===== src/rtl/ave8_pkg.sv =====
// Shared widths, defaults and FSM encoding for the ave8 interpolator.
package ave8_pkg;
    localparam int LOG2_FACTOR_DEF = 3;
    localparam int SAMPLE_W        = 8;
    localparam int DIFF_W          = SAMPLE_W + 1;
    localparam int ACC_W           = SAMPLE_W + LOG2_FACTOR_DEF;

    typedef enum logic {
        IDLE = 1'b0,
        EMIT = 1'b1
    } state_t;
endpackage


===== src/rtl/ave8_interp_step.sv =====
// Interpolation datapath: loads prev*8 and cur-prev, then steps acc by diff.
module ave8_interp_step
    import ave8_pkg::*;
#(
    parameter int LOG2_FACTOR = LOG2_FACTOR_DEF
) (
    input  logic                CLOCK,
    input  logic                RESET,
    input  logic                load,
    input  logic                step,
    input  logic [SAMPLE_W-1:0] base,
    input  logic [SAMPLE_W-1:0] cur,
    output logic [SAMPLE_W-1:0] interp_ret
);
    localparam int AW = SAMPLE_W + LOG2_FACTOR;

    logic [DIFF_W-1:0] diff;
    logic [AW-1:0]     acc;
    logic [AW-1:0]     acc_nxt;
    logic [DIFF_W-1:0] diff_nxt;

    // acc stays a convex combination of two samples, so it can never wrap
    always_comb begin
        acc_nxt  = acc;
        diff_nxt = diff;
        if (load) begin
            acc_nxt  = AW'(base) << LOG2_FACTOR;
            diff_nxt = {1'b0, cur} - {1'b0, base};
        end else if (step) begin
            acc_nxt = acc + {{(AW-DIFF_W){diff[DIFF_W-1]}}, diff};
        end
    end

    always_ff @(posedge CLOCK or negedge RESET) begin
        if (!RESET) begin
            diff       <= '0;
            acc        <= '0;
            interp_ret <= '0;
        end else begin
            diff <= diff_nxt;
            acc  <= acc_nxt;
            if (load || step)
                interp_ret <= acc_nxt[AW-1 -: SAMPLE_W];
        end
    end
endmodule


===== src/rtl/ave8_interp.sv =====
// Upsamples ave8 coarse samples by 2^LOG2_FACTOR with linear interpolation.
module ave8_interp
    import ave8_pkg::*;
#(
    parameter int LOG2_FACTOR = LOG2_FACTOR_DEF
) (
    input  logic                CLOCK,
    input  logic                RESET,
    input  logic                in_valid,
    output logic                in_ready,
    input  logic [SAMPLE_W-1:0] in0,
    output logic                out_valid,
    input  logic                out_ready,
    output logic [SAMPLE_W-1:0] interp_ret
);
    localparam logic [LOG2_FACTOR-1:0] K_LAST = '1;

    state_t               state;
    logic [LOG2_FACTOR-1:0] k;
    logic [SAMPLE_W-1:0]  prev;
    logic [SAMPLE_W-1:0]  cur;
    logic                 out_xfer;
    logic                 last_xfer;
    logic                 accept;
    logic [SAMPLE_W-1:0]  base;

    assign out_valid = (state == EMIT);
    assign out_xfer  = out_valid & out_ready;
    assign last_xfer = out_xfer & (k == K_LAST);
    // A new sample may slip in on the final fine transfer so bursts chain without a bubble
    assign in_ready  = RESET & ((state == IDLE) | last_xfer);
    assign accept    = in_valid & in_ready;
    assign base      = last_xfer ? cur : prev;

    always_ff @(posedge CLOCK or negedge RESET) begin
        if (!RESET) begin
            state <= IDLE;
            k     <= '0;
            prev  <= '0;
            cur   <= '0;
        end else begin
            if (last_xfer)
                prev <= cur;
            if (accept) begin
                cur   <= in0;
                k     <= '0;
                state <= EMIT;
            end else if (last_xfer) begin
                state <= IDLE;
            end else if (out_xfer) begin
                k <= k + 1'b1;
            end
        end
    end

    ave8_interp_step #(.LOG2_FACTOR(LOG2_FACTOR)) u_step (
        .CLOCK      (CLOCK),
        .RESET      (RESET),
        .load       (accept),
        .step       (out_xfer & (k != K_LAST)),
        .base       (base),
        .cur        (in0),
        .interp_ret (interp_ret)
    );
endmodule


===== config.mk =====
export PLATFORM = sky130hd
export DESIGN_NAME = ave8_interp
export DESIGN_NICKNAME = d
export VERILOG_FILES = /design/src/rtl/ave8_pkg.sv /design/src/rtl/ave8_interp_step.sv /design/src/rtl/ave8_interp.sv
export SDC_FILE = /design/constraint.sdc
export NUM_CORES = 1
export LEC_CHECK = 0
export ABC_AREA = 1
export ABC_CLOCK_PERIOD_IN_PS = 6900
export CAP_MARGIN = 20
export CORE_MARGIN = 2
export CORE_UTILIZATION = 55
export CTS_CLUSTER_DIAMETER = 60
export DETAILED_ROUTE_END_ITERATION = 6
export PLACE_DENSITY = 0.76
export SYNTH_ARGS = -nofsm -noshare
export SYNTH_HDL_FRONTEND = slang
export SYNTH_SLANG_ARGS = --single-unit
export TNS_END_PERCENT = 30

===== constraint.sdc =====
create_clock -name CLOCK -period 6.9 [get_ports CLOCK]
set_clock_uncertainty 0.1 [all_clocks]
set_input_delay 1.38 -clock CLOCK [delete_from_list [all_inputs] [get_ports CLOCK]]
set_output_delay 1.38 -clock CLOCK [all_outputs]
set_load 0.005 [all_outputs]

-- Word level (Yosys, flattened, before mapping)
Index checks and enable logic that the tools add are counted.
- $add $sub $neg: 3
- equality and inequality tests: 3
- muxes and demuxes: 8
- bitwise logic cells: 7
- reductions and logical operators: 5
- operator list (operator ; count):
    11-bit two-way mux ; 2
    11-bit adder ; 1
    3-bit two-way mux ; 3
    8-bit by 8-bit subtractor with 9-bit output ; 1
    8-bit two-way mux ; 1
    2-bit nonzero test ; 3
    1-bit AND ; 5
    3-bit by 1-bit adder with 3-bit output (second input constant) ; 1
    3-bit == test (second input constant) ; 1
    3-bit != test (second input constant) ; 1
    1-bit two-way mux ; 2
    2-bit by 1-bit != test with 1-bit output (second input constant) ; 1
    2-bit AND reduction ; 1
    1-bit logical OR ; 1
    1-bit NOT ; 1
    1-bit OR ; 1
- bits in registers: 48
- input port bits: 12
- output and inout port bits: 10
- word-level logic and storage cells: 34

-- Logic depth before layout (Yosys ltp)
Gate-level depths: netlist (run 1).
- word-level depth: 7
- mapped depth: 16
- gate-level depth less buffers: 16

-- Modules after synthesis
A second synthesis (run 1) with hierarchy kept.
- cells, all modules: 358
- area, all modules: 2880.3 um2
- modules (own cells, without submodules) (module ; times used ; cells an instance ; area each (um2) ; sequential area each (um2)):
    ave8_interp_step ; 1 ; 257 ; 1984.4 ; 700.7
    ave8_interp ; 1 ; 101 ; 895.9 ; 500.5

-- Least setup slack after synthesis (run 1)
No wires, ideal clock.
- path kind: input -> output
- from: in out_ready
- to: out in_ready
- data arrival time: 1.651 ns
- required time: 5.420 ns
- path slack: 3.769 ns
- stages on the path: 2
- path buffers: 0
- path through: nand3_2 a21boi_2
- longest elaborated chain between the ends: 4
- ends and longest elaborated chain (item ; line ; source):
    start: declaration ; ave8_interp.sv:13 ; input logic out_ready,
    1-bit AND ; ave8_interp.sv:28 ; assign out_xfer = out_valid & out_ready;
    1-bit AND ; ave8_interp.sv:29 ; assign last_xfer = out_xfer & (k == K_LAST);
    1-bit OR ; ave8_interp.sv:31 ; assign in_ready = RESET & ((state == IDLE) | last_xfer);
    1-bit AND ; ave8_interp.sv:31 ;
    end: declaration ; ave8_interp.sv:10 ; output logic in_ready,
No other way between the ends.

-- Worst setup path in the final report (run 1)
Ends and elaborated chain as after synthesis.

==> results by group, run 1 <==
Outcome
  – Status: finished clean

STA
  – Slew @ Worst Pin: 0.7372 ns
  – Hold WS: around 0.38 ns
  – Tcrit/Tclk final: about two thirds
  – RSZ-0062 raised after global routing: no
  – Fmax: 224.0 MHz
  – Fin. max-slew vios: 0
  – Final Hold Viols: 0
  – Setup TNS: 0 ns
  – Finish-stage setup viols: 0
  – Tmin final: ~4.5 ns
  – Slew headroom: between 50% and 60%

Placed design
  – Inst Count DP: 457
  – Final estimated routing congestion in global placement: 0.8674
  – IO buf count: 21
  – HPWL after DPL: around 4300 µm

Synthesis
  – Mux contribution to synthesized area: 0%
  – Area fraction in compound gates after synthesis: between 9 and 10%
  – Yosys reg bits: between 40 and 50
  – Synth top area share: roughly two fifths
  – Combinational family with the most area after synthesis: simple AND/OR/NAND/NOR gates
  – Synth Instances: between 300 and 400
  – Synth Area in XOR/XNOR: under 10%
  – Synth area leaders: dfrtp_1, nand2_1, ha_1
  – Synth cell types: 31
  – Register area share after synthesis: approximately two fifths
  – Adder-cell area share of the yosys netlist: under 10%
  – Syn_area_per_cell: ~7.8 µm²
  – Post-Syn Area: a little under 3000 µm²
  – Mapped Nets: just over 400
  – Synth Area in Simple Gates: ~30%
  – Cell taking the most area after synthesis: dfrtp_1
  – Synth warn: 0

Route
  – DRC viols: 0
  – Via count: 2362
  – Length of the first detailed-routing pass in iterations: 4
  – Drt wl/cell: 12.61 µm
  – Final WL: roughly 5900 µm
  – Vias/cell: 5.080
  – Post-DRT Antenna Nets: 0
  – Drt initial violations: between 100 and 150

GRT
  – Vias in the first global route: roughly 2300
  – Grt total ovfl: 0
  – Initial antenna violation count: 0
  – First-pass GRT wire length: between 10000 and 15000 µm
  – Largest net degree at the start of global routing: 50
  – GRT Total Usage: between 20% and 30%

Worst hold path
  – Min-delay worst type: reg2reg

Clock network
  – Clk slew on worst S/H paths: about 0.08 ns
  – TritonCTS clock tree: yes
  – CTS sink count: 48
  – Worst-Skew Late Latency: ~0.3 ns
  – Post-CTS Hold Buffers: 0
  – # Post-CTS Setup Buffers: 0
  – Num CTS Buffers: 5
  – Root Buffer: clkbuf_8
  – CTS HTree Levels: 2
  – Clock Path Buffers: 2
  – Cts repair resizes: 0

Critical path
  – CP endpoint kind: primary output
  – Critical Path Start Type: primary input
  – Reg2Reg Setup Slack: 3.91 ns
  – Critical Path Fanout Max: 12
  – Worst endpoint required time: roughly 5.4 ns
  – Arrival time at the worst endpoint: roughly 3.0 ns
  – Crit path kind: in2out

Layout
  – Filler cells: roughly 470
  – Finished Layout Cells: about 470
  – ANT cells: 0
  – Share of post-route cells with drive strength above 1: between 8 and 9%
  – Area growth syn-to-layout: 11.46%
  – Nets: approximately 430

Pwr
  – Overall Power: 1.562 mW
  – Leak: ~1.8 nW
  – Power density over the cells: 480.8 nW/µm²
  – Peak VDD IR: approximately 0.25 mV

Run
  – Maximum Capacitance Violations: 0

Die
  – Row count: 26
  – Core Box Area: between 5000 and 6000 µm²
  – Die area: around 5900 µm²
  – Initial core utilization: 57.08%
  – Die Height: between 70 and 80 µm
  – Overall die width: about 77 µm
  – I/O pin count: 22
[area by class of cell]
class | count | area [µm²] | area share [%]
multi-input cells | 269 | 1460 | 44.94
flip-flops and latches | 48 | 1201 | 36.97
repair buffers | 22 | 212.7 | 6.546
inverters | 48 | 180.2 | 5.545
well taps | 70 | 87.58 | 2.695
clock buffers | 6 | 72.57 | 2.233
clock inverters | 2 | 35.03 | 1.078
[registers in the layout, indices dropped and copies added, names as in the netlist]
name and flops:
u_step.interp_ret 8, k 3, cur 8, prev 8, out_valid 1, u_step.acc 11, u_step.diff 9
[report_power, final]
part | switching (mW) | internal, mW
clock | 0.0935 | 0.108
combinational | 0.511 | 0.349
sequential | 0.0811 | 0.419
[cell families (layout without fill, tap and decap cells)]
logic type	Yosys count	in the layout
compound gates	46	46
flops	48	48
buf+inv	56	78
simple gates	198	198
fa+ha+maj	19	19
xor+xnor	6	6
[routing by layer]
metal / track usage, % / up-vias / wire [µm]
met1: 29.82 / 1088 / 2892
met4: 7.091 / 0 / 91
li1: - / 1236 / -
met5: 0 / - / 0
met3: 3.647 / 10 / 132
met2: 34.39 / 28 / 2745
[per-stage QoR]
| step | setup slack, ns | util, % | instance area [µm²] |
|---|---|---|---|
| after floorplan | 3.769 | - | 2915 |
| after global placement | 2.505 | 61.51 | 3142 |
| after detailed placement | 2.434 | 61.51 | 3142 |
| after CTS | 2.414 | 63.62 | 3249 |
| after global routing | 2.362 | 63.62 | 3249 |
| final | 2.436 | 63.62 | 3249 |
[cells in the mapped netlist, drive strengths merged]
cell	count
ha	17
o211ai	1
a21oi	9
fa	2
a22oi	3
xnor2	1
nor2	19
a21boi	2
nand3	34
nand3b	1
or2	4
dfrtp	48
and2	1
nand2	132
nand4	7
xor2	5
buf	8
o21bai	2
o21ai	24
inv	48
a31oi	2
a21o	3
[cells in the final DEF, fill, tap and decap left out, drive strengths merged]
master           n
inv             48
dfrtp           48
clkinv           1
buf              2
ha              17
nand2          132
a21o             3
o21ai           24
xnor2            1
nand3b           1
nand3           34
a31oi            2
clkbuf           6
clkdlybuf4s50   20
or2              4
nor2            19
bufinv           1
nand4            7
o211ai           1
fa               2
a22oi            3
xor2             5
a21oi            9
and2             1
o21bai           2
a21boi           2
[final timing paths]
path | startpoint | to | depth (start not counted)
worst max-delay path | out_ready | in_ready | 4
worst min-delay path | u_step.interp_ret[3] | u_step.interp_ret[3] | 2
worst max register to register | k[0] | u_step.acc[8] | 8
worst min register to register | u_step.interp_ret[3] | u_step.interp_ret[3] | 2
max in group asynchronous | RESET | u_step.acc[2] | 2
min in group asynchronous | RESET | cur[0] | 2
[worst max-delay path, stage by stage]
cell	delay, ns
clkdlybuf4s50_1	0.56
nand3_2	0.27
a21boi_2	0.25
clkdlybuf4s50_1	0.52
Power figures use the tool's default switching activity.
==> inputs of run 2 (changes only) <==
--- a/config.mk
+++ b/config.mk
@@ -6,10 +6,10 @@
 export NUM_CORES = 1
 export LEC_CHECK = 0
 export ABC_AREA = 1
-export ABC_CLOCK_PERIOD_IN_PS = 6900
+export ABC_CLOCK_PERIOD_IN_PS = 3800
 export CAP_MARGIN = 20
 export CORE_MARGIN = 2
-export CORE_UTILIZATION = 55
+export CORE_UTILIZATION = 53
 export CTS_CLUSTER_DIAMETER = 60
 export DETAILED_ROUTE_END_ITERATION = 6
 export PLACE_DENSITY = 0.76
==> constraint.sdc (replaced) <==
create_clock -name CLOCK -period 3.8 [get_ports CLOCK]
set_clock_uncertainty 0.1 [all_clocks]
set_input_delay 0.76 -clock CLOCK [delete_from_list [all_inputs] [get_ports CLOCK]]
set_output_delay 0.76 -clock CLOCK [all_outputs]
set_load 0.005 [all_outputs]
==> run 2 against run 1 <==
Compared with the run above:
- sequential share of layout area shrank 0.52 points
- routed wire length grew 2.3%
- flip-flop and latch count did not move
- cell count grew 0.86%
- utilization is 2.6 points lower
- clock power up 110%
- count of clock-buffer cells in the layout decreased by 1
- highest routed layer unchanged
- first-iteration DRC count is 22% lower
- via count grew 2.4%
- total power grew 86%
- critical endpoint unchanged
- largest power group unchanged
==> results by group, run 2 (same netlist as run 1, synthesis figures left out) <==
Outcome
  – Status: finished clean (unchanged)

Clock network
  – # Post-CTS Setup Buffers: 0 (unchanged)
  – Clk slew on worst S/H paths: 0.09 ns (was 0.08 ns)
  – Post-CTS Hold Buffers: 0 (unchanged)
  – Clock Path Buffers: 2 (unchanged)
  – Worst-Skew Late Latency: 0.30 ns (about the same)
  – TritonCTS clock tree: yes (unchanged)
  – CTS sink count: 48 (unchanged)
  – Num CTS Buffers: 5 (unchanged)
  – Cts repair resizes: 0 (unchanged)
  – Root Buffer: clkbuf_8 (unchanged)
  – CTS HTree Levels: 2 (unchanged)

Critical path
  – Critical Path Start Type: primary input (unchanged)
  – Crit path kind: in2out (unchanged)
  – FF-to-FF Start: k[0] (unchanged)
  – Worst endpoint required time: 2.94 ns (was 5.42 ns)
  – Arrival time at the worst endpoint: 2.32 ns (was 2.98 ns)
  – Reg2Reg Setup Slack: 0.91 ns (was 3.91 ns)
  – CP endpoint kind: primary output (unchanged)
  – Critical Path Fanout Max: 12 (unchanged)
  – R2R cell count: 15 (was 8)
  – R2r endpoint: u_step.diff[7] (was u_step.acc[8])

STA
  – Slew @ Worst Pin: 0.5852 ns (was 0.7372 ns)
  – Fmax: 314.5 MHz
  – Hold WS: 0.3819 ns (was 0.3842 ns)
  – RSZ-0062 raised after global routing: no (unchanged)
  – Slew headroom: 60.99% (was 50.68%)
  – Tmin final: roughly 3.2 ns
  – Fin. max-slew vios: 0 (unchanged)
  – Final Hold Viols: 0 (unchanged)
  – Finish-stage setup viols: 0 (unchanged)
  – Tcrit/Tclk final: between 80% and 90%
  – Setup TNS: 0 ns (unchanged)

Layout
  – Biggest regs: u_step.acc: 11 flops, u_step.diff: 9 flops (unchanged)
  – Most frequent cells in the layout: nand2_1, dfrtp_1, inv_1, nand3_1, clkdlybuf4s50_1 (unchanged)
  – Nets: 428 (was 425)
  – Commonest non-fill, non-tap cell in the layout: nand2_1 (unchanged)
  – ANT cells: 0 (unchanged)
  – Area growth syn-to-layout: 13.05% (was 11.46%)
  – Register with the highest flop count: u_step.acc (unchanged)
  – Max reg flops: 11 (unchanged)
  – Final core utilization: 60.97% (was 63.62%)
  – Share of post-route cells with drive strength above 1: 9.068% (was 8.354%)
  – Post-route cell area: 3296 µm² (was 3249 µm²)

GRT
  – Largest net degree at the start of global routing: 49 (was 50)
  – Vias in the first global route: 2349 (was 2269)
  – Grt total ovfl: 0 (unchanged)
  – First-pass GRT wire length: 10680 µm (was 10230 µm)
  – GRT Total Usage: 22.02% (was 21.49%)
  – Initial antenna violation count: 0 (unchanged)

Die
  – Overall die width: 78.17 µm (was 76.81 µm)
  – Row count: 27 (was 26)
  – I/O pin count: 22 (unchanged)
  – Die area: 6110 µm² (was 5899 µm²)
  – Initial core utilization: 53.94% (was 57.08%)
  – Die Height: 78.17 µm (was 76.81 µm)
  – Core Box Area: 5405 µm² (was 5107 µm²)

Placed design
  – IO buf count: 21 (unchanged)
  – HPWL after DPL: 4525 µm (was 4307 µm)
  – Final estimated routing congestion in global placement: 0.8582 (was 0.8674)
  – Placement Cell Area: 3167 µm² (was 3142 µm²)

Route
  – Final WL: 5995 µm (was 5862 µm)
  – Length of the first detailed-routing pass in iterations: 4 (unchanged)
  – Drt initial violations: 102 (was 131)
  – DRC viols: 0 (unchanged)
  – Via count: 2419 (was 2362)
  – Drt wl/cell: 12.78 µm (was 12.61 µm)
  – Vias/cell: 5.158 (was 5.080)
  – Post-DRT Antenna Nets: 0 (unchanged)

Pwr
  – Peak VDD IR: 0.4115 mV (was 0.2535 mV)
  – Power density over the cells: 883.2 nW/µm² (was 480.8 nW/µm²)
  – Overall Power: 2.911 mW (was 1.562 mW)
  – Leak: 1.773 nW (was 1.751 nW)

Worst hold path
  – HP Start: u_step.interp_ret[1] (was u_step.interp_ret[3])
  – Worst hold path depth: 2 (unchanged)
  – Hold EP: u_step.interp_ret[1] (was u_step.interp_ret[3])
  – Min-delay worst type: reg2reg (unchanged)

Run
  – Maximum Capacitance Violations: 0 (unchanged)
## run 2: per-layer routing
metal	global-route usage, %	wire [µm]
met1	28.89	2805
met5	0	0
met3	3.333	201
met2	37.84	2925
met4	6.667	63
## run 2: where the power goes
group | switching [mW] | total (mW) | internal [mW]
Clock | 0.167 | 0.425 | 0.259
Combinational | 0.929 | 1.57 | 0.642
Sequential | 0.152 | 0.914 | 0.762
Total | 1.25 | 2.91 | 1.66
## run 2: worst max-delay path by stage
stage / from / to / slack, ns / depth (start not counted)
floorplan: k[0] / u_step.diff[6] / 1.24 / 14
global placement: out_ready / u_step.diff[6] / 0.63 / 12
detailed placement: out_ready / u_step.diff[6] / 0.54 / 12
CTS: out_ready / in_ready / 0.59 / 4
global route: out_ready / in_ready / 0.52 / 4
finish: out_ready / in_ready / 0.62 / 4
## run 2: area by class of cell
type	count	area, µm²
fillers	485	2110
well taps	72	90.09
flip-flops and latches	48	1201
multi-input cells	269	1460
clock buffers	5	68.82
clock inverters	2	60.06
inverters	48	180.2
repair buffers	25	235.2
## run 2: per-stage QoR
step,std cells,setup slack [ns]
floorplan,373,1.243
global placement,462,0.6258
detailed placement,462,0.5351
CTS,469,0.5905
global route,469,0.5169
finish,469,0.6206
## run 2: worst max-delay path, cell delays in order
cell and delay [ns]:
clkdlybuf4s50_1 0.55, nand3_2 0.25, a21boi_2 0.24, clkdlybuf4s50_1 0.53
==> inputs of run 3 (changes only) <==
--- a/config.mk
+++ b/config.mk
@@ -6,10 +6,10 @@
 export NUM_CORES = 1
 export LEC_CHECK = 0
 export ABC_AREA = 1
-export ABC_CLOCK_PERIOD_IN_PS = 3800
+export ABC_CLOCK_PERIOD_IN_PS = 3160
 export CAP_MARGIN = 20
 export CORE_MARGIN = 2
-export CORE_UTILIZATION = 53
+export CORE_UTILIZATION = 55
 export CTS_CLUSTER_DIAMETER = 60
 export DETAILED_ROUTE_END_ITERATION = 6
 export PLACE_DENSITY = 0.76
==> constraint.sdc (replaced) <==
create_clock -name CLOCK -period 3.16 [get_ports CLOCK]
set_clock_uncertainty 0.1 [all_clocks]
set_input_delay 0.632 -clock CLOCK [delete_from_list [all_inputs] [get_ports CLOCK]]
set_output_delay 0.632 -clock CLOCK [all_outputs]
set_load 0.005 [all_outputs]
==> run 3 against run 2 <==
Compared with the run above:
- die area decreased by 3.4%
- global-route usage grew 0.33 points
- final area rose by 0.15%
- hold slack worse by 0.052 ns
- critical endpoint unchanged
- largest power group unchanged
==> results by group, run 3 (same netlist as run 1, synthesis figures left out) <==
Layout
  – Final core utilization: 64.63% (was 60.97%)
  – Register with the highest flop count: u_step.acc (unchanged)
  – Post-route cell area: 3301 µm² (was 3296 µm²)
  – Multi-input gate area: 1460 µm² (unchanged)
  – ANT cells: 0 (unchanged)
  – Most frequent cells in the layout: nand2_1, dfrtp_1, inv_1, nand3_1, clkdlybuf4s50_1 (unchanged)
  – Filler cells: 468 (was 485)
  – Max reg flops: 11 (unchanged)
  – Sequential Area: 1201 µm² (unchanged)
  – Nets: 430 (was 428)
  – Area growth syn-to-layout: 13.22% (was 13.05%)
  – Commonest non-fill, non-tap cell in the layout: nand2_1 (unchanged)
  – Share of post-route cells with drive strength above 1: 9.750% (was 9.068%)
  – Biggest regs: u_step.acc: 11 flops, u_step.diff: 9 flops (unchanged)

Pwr
  – Peak VDD IR: 0.4818 mV (was 0.4115 mV)
  – Clock network power share: 13.7% (was 14.6%)
  – Sequential share of power: 31.9% (was 31.4%)
  – Power density over the cells: 1042 nW/µm² (was 883.2 nW/µm²)
  – NetSw: 1.493 mW (was 1.247 mW)
  – Overall Power: 3.440 mW (was 2.911 mW)
  – Combinational Power Share: 54.5% (was 54.0%)
  – Sw Ratio: 43.39% (was 42.86%)
  – Leak: 1.780 nW (was 1.773 nW)
  – Internal cell power: 1.947 mW (was 1.663 mW)

GRT
  – Largest net degree at the start of global routing: 49 (unchanged)
  – Initial antenna violation count: 0 (unchanged)
  – Vias in the first global route: 2390 (was 2349)
  – Grt total ovfl: 0 (unchanged)
  – GRT Total Usage: 22.34% (was 22.02%)
  – First-pass GRT wire length: 10670 µm (was 10680 µm)

Clock network
  – TritonCTS clock tree: yes (unchanged)
  – Clock Path Buffers: 2 (unchanged)
  – Num CTS Buffers: 5 (unchanged)
  – # Post-CTS Setup Buffers: 0 (unchanged)
  – CTS HTree Levels: 2 (unchanged)
  – CTS sink count: 48 (unchanged)
  – Worst-Skew Late Latency: 0.30 ns (about the same)
  – Post-CTS Hold Buffers: 0 (unchanged)
  – Clk slew on worst S/H paths: 0.09 ns (about the same)
  – Cts repair resizes: 0 (unchanged)
  – Root Buffer: clkbuf_8 (unchanged)

Critical path
  – Arrival time at the worst endpoint: 2.10 ns (was 2.32 ns)
  – Critical Path Start Type: primary input (unchanged)
  – CP endpoint kind: primary output (unchanged)
  – Crit path kind: in2out (unchanged)
  – Worst endpoint required time: 2.43 ns (was 2.94 ns)
  – Critical Path Fanout Max: 5 (was 12)

STA
  – Finish-stage setup viols: 0 (unchanged)
  – Slew @ Worst Pin: 0.6048 ns (was 0.5852 ns)
  – Tcrit/Tclk final: about 90%
  – Tmin final: 2.830 ns
  – Hold WS: 0.3294 ns (was 0.3819 ns)
  – RSZ-0062 raised after global routing: no (unchanged)
  – Slew headroom: 59.68% (was 60.99%)
  – Fmax: 353.4 MHz
  – Fin. max-slew vios: 0 (unchanged)
  – Setup TNS: 0 ns (unchanged)
  – Final Hold Viols: 0 (unchanged)

Route
  – Vias/cell: 5.187 (was 5.158)
  – Length of the first detailed-routing pass in iterations: 4 (unchanged)
  – Final WL: 5854 µm (was 5995 µm)
  – Drt wl/cell: 12.46 µm (was 12.78 µm)
  – Via count: 2438 (was 2419)
  – Drt initial violations: 153 (was 102)
  – DRC viols: 0 (unchanged)
  – Post-DRT Antenna Nets: 0 (unchanged)

Die
  – Die area: 5899 µm² (was 6110 µm²)
  – I/O pin count: 22 (unchanged)
  – Row count: 26 (was 27)
  – Initial core utilization: 57.08% (was 53.94%)
  – Overall die width: 76.81 µm (was 78.17 µm)
  – Die Height: 76.81 µm (was 78.17 µm)
  – Core Box Area: 5107 µm² (was 5405 µm²)

Placed design
  – Placement Cell Area: 3179 µm² (was 3167 µm²)
  – IO buf count: 21 (unchanged)
  – Final estimated routing congestion in global placement: 0.8739 (was 0.8582)
  – HPWL after DPL: 4425 µm (was 4525 µm)

Worst hold path
  – Min-delay worst type: in2async (was reg2reg)

Run
  – Maximum Capacitance Violations: 0 (unchanged)

Outcome
  – Status: finished clean (unchanged)
-- run 3: changes by cell type in the layout (fill, tap and decap cells not counted) --
cell / previous run / this run
buf_4: 4 / 6
bufinv_16: 2 / 1
clkbuf_8: 5 / 6
clkinv_4: 0 / 1
-- run 3: stage by stage --
stage                     instances  worst slack [ns]
after global placement          462            0.1847
after CTS                       470            0.3145
after global routing            470            0.1792
final                           470            0.3302
after floorplan                 373            0.6032
after detailed placement        462            0.1242
-- run 3: path summary, 6_finish.rpt --
path                       cells past startpoint  slack, ns                  from                    to
setup / recovery                               4       0.33             out_ready              in_ready
hold / removal                                 2       0.33                 RESET                  k[1]
setup reg to reg                              15       0.39                  k[0]        u_step.diff[6]
hold reg to reg                                2       0.38  u_step.interp_ret[3]  u_step.interp_ret[3]
max in group asynchronous                      2       2.22                 RESET                cur[6]
min in group CLOCK                             2       0.38  u_step.interp_ret[3]  u_step.interp_ret[3]
-- run 3: critical path: stages --
cell and delay [ns]:
clkdlybuf4s50_1 0.55, nand3_2 0.17, a21boi_2 0.22, clkdlybuf4s50_1 0.53
-- run 3: power groups by stage --
stage               sequential [mW]  combinational, mW  clock (mW)
detailed placement             1.11               1.87           0
finish                         1.10               1.87       0.470
global route                   1.13               2.18       0.505
floorplan                      1.07               1.44           0
CTS                            1.10               1.88       0.479
global placement               1.10               1.83           0
-- run 3: final cells by class --
type / instances / share of cell area [%]
well taps: 70 / 2.654
repair buffers: 27 / 7.581
inverters: 48 / 5.459
multi-input cells: 269 / 44.24
flip-flops and latches: 48 / 36.39
clock buffers: 6 / 2.502
clock inverters: 2 / 1.175
-- run 3: layer usage --
layer	vias to the layer above	global-route usage, %	share of wire, %
met4	0	6.182	1.1
met2	35	37.19	48
li1	1241	-	-
met1	1157	30.63	47
met3	5	3.176	3.7
met5	-	0	0
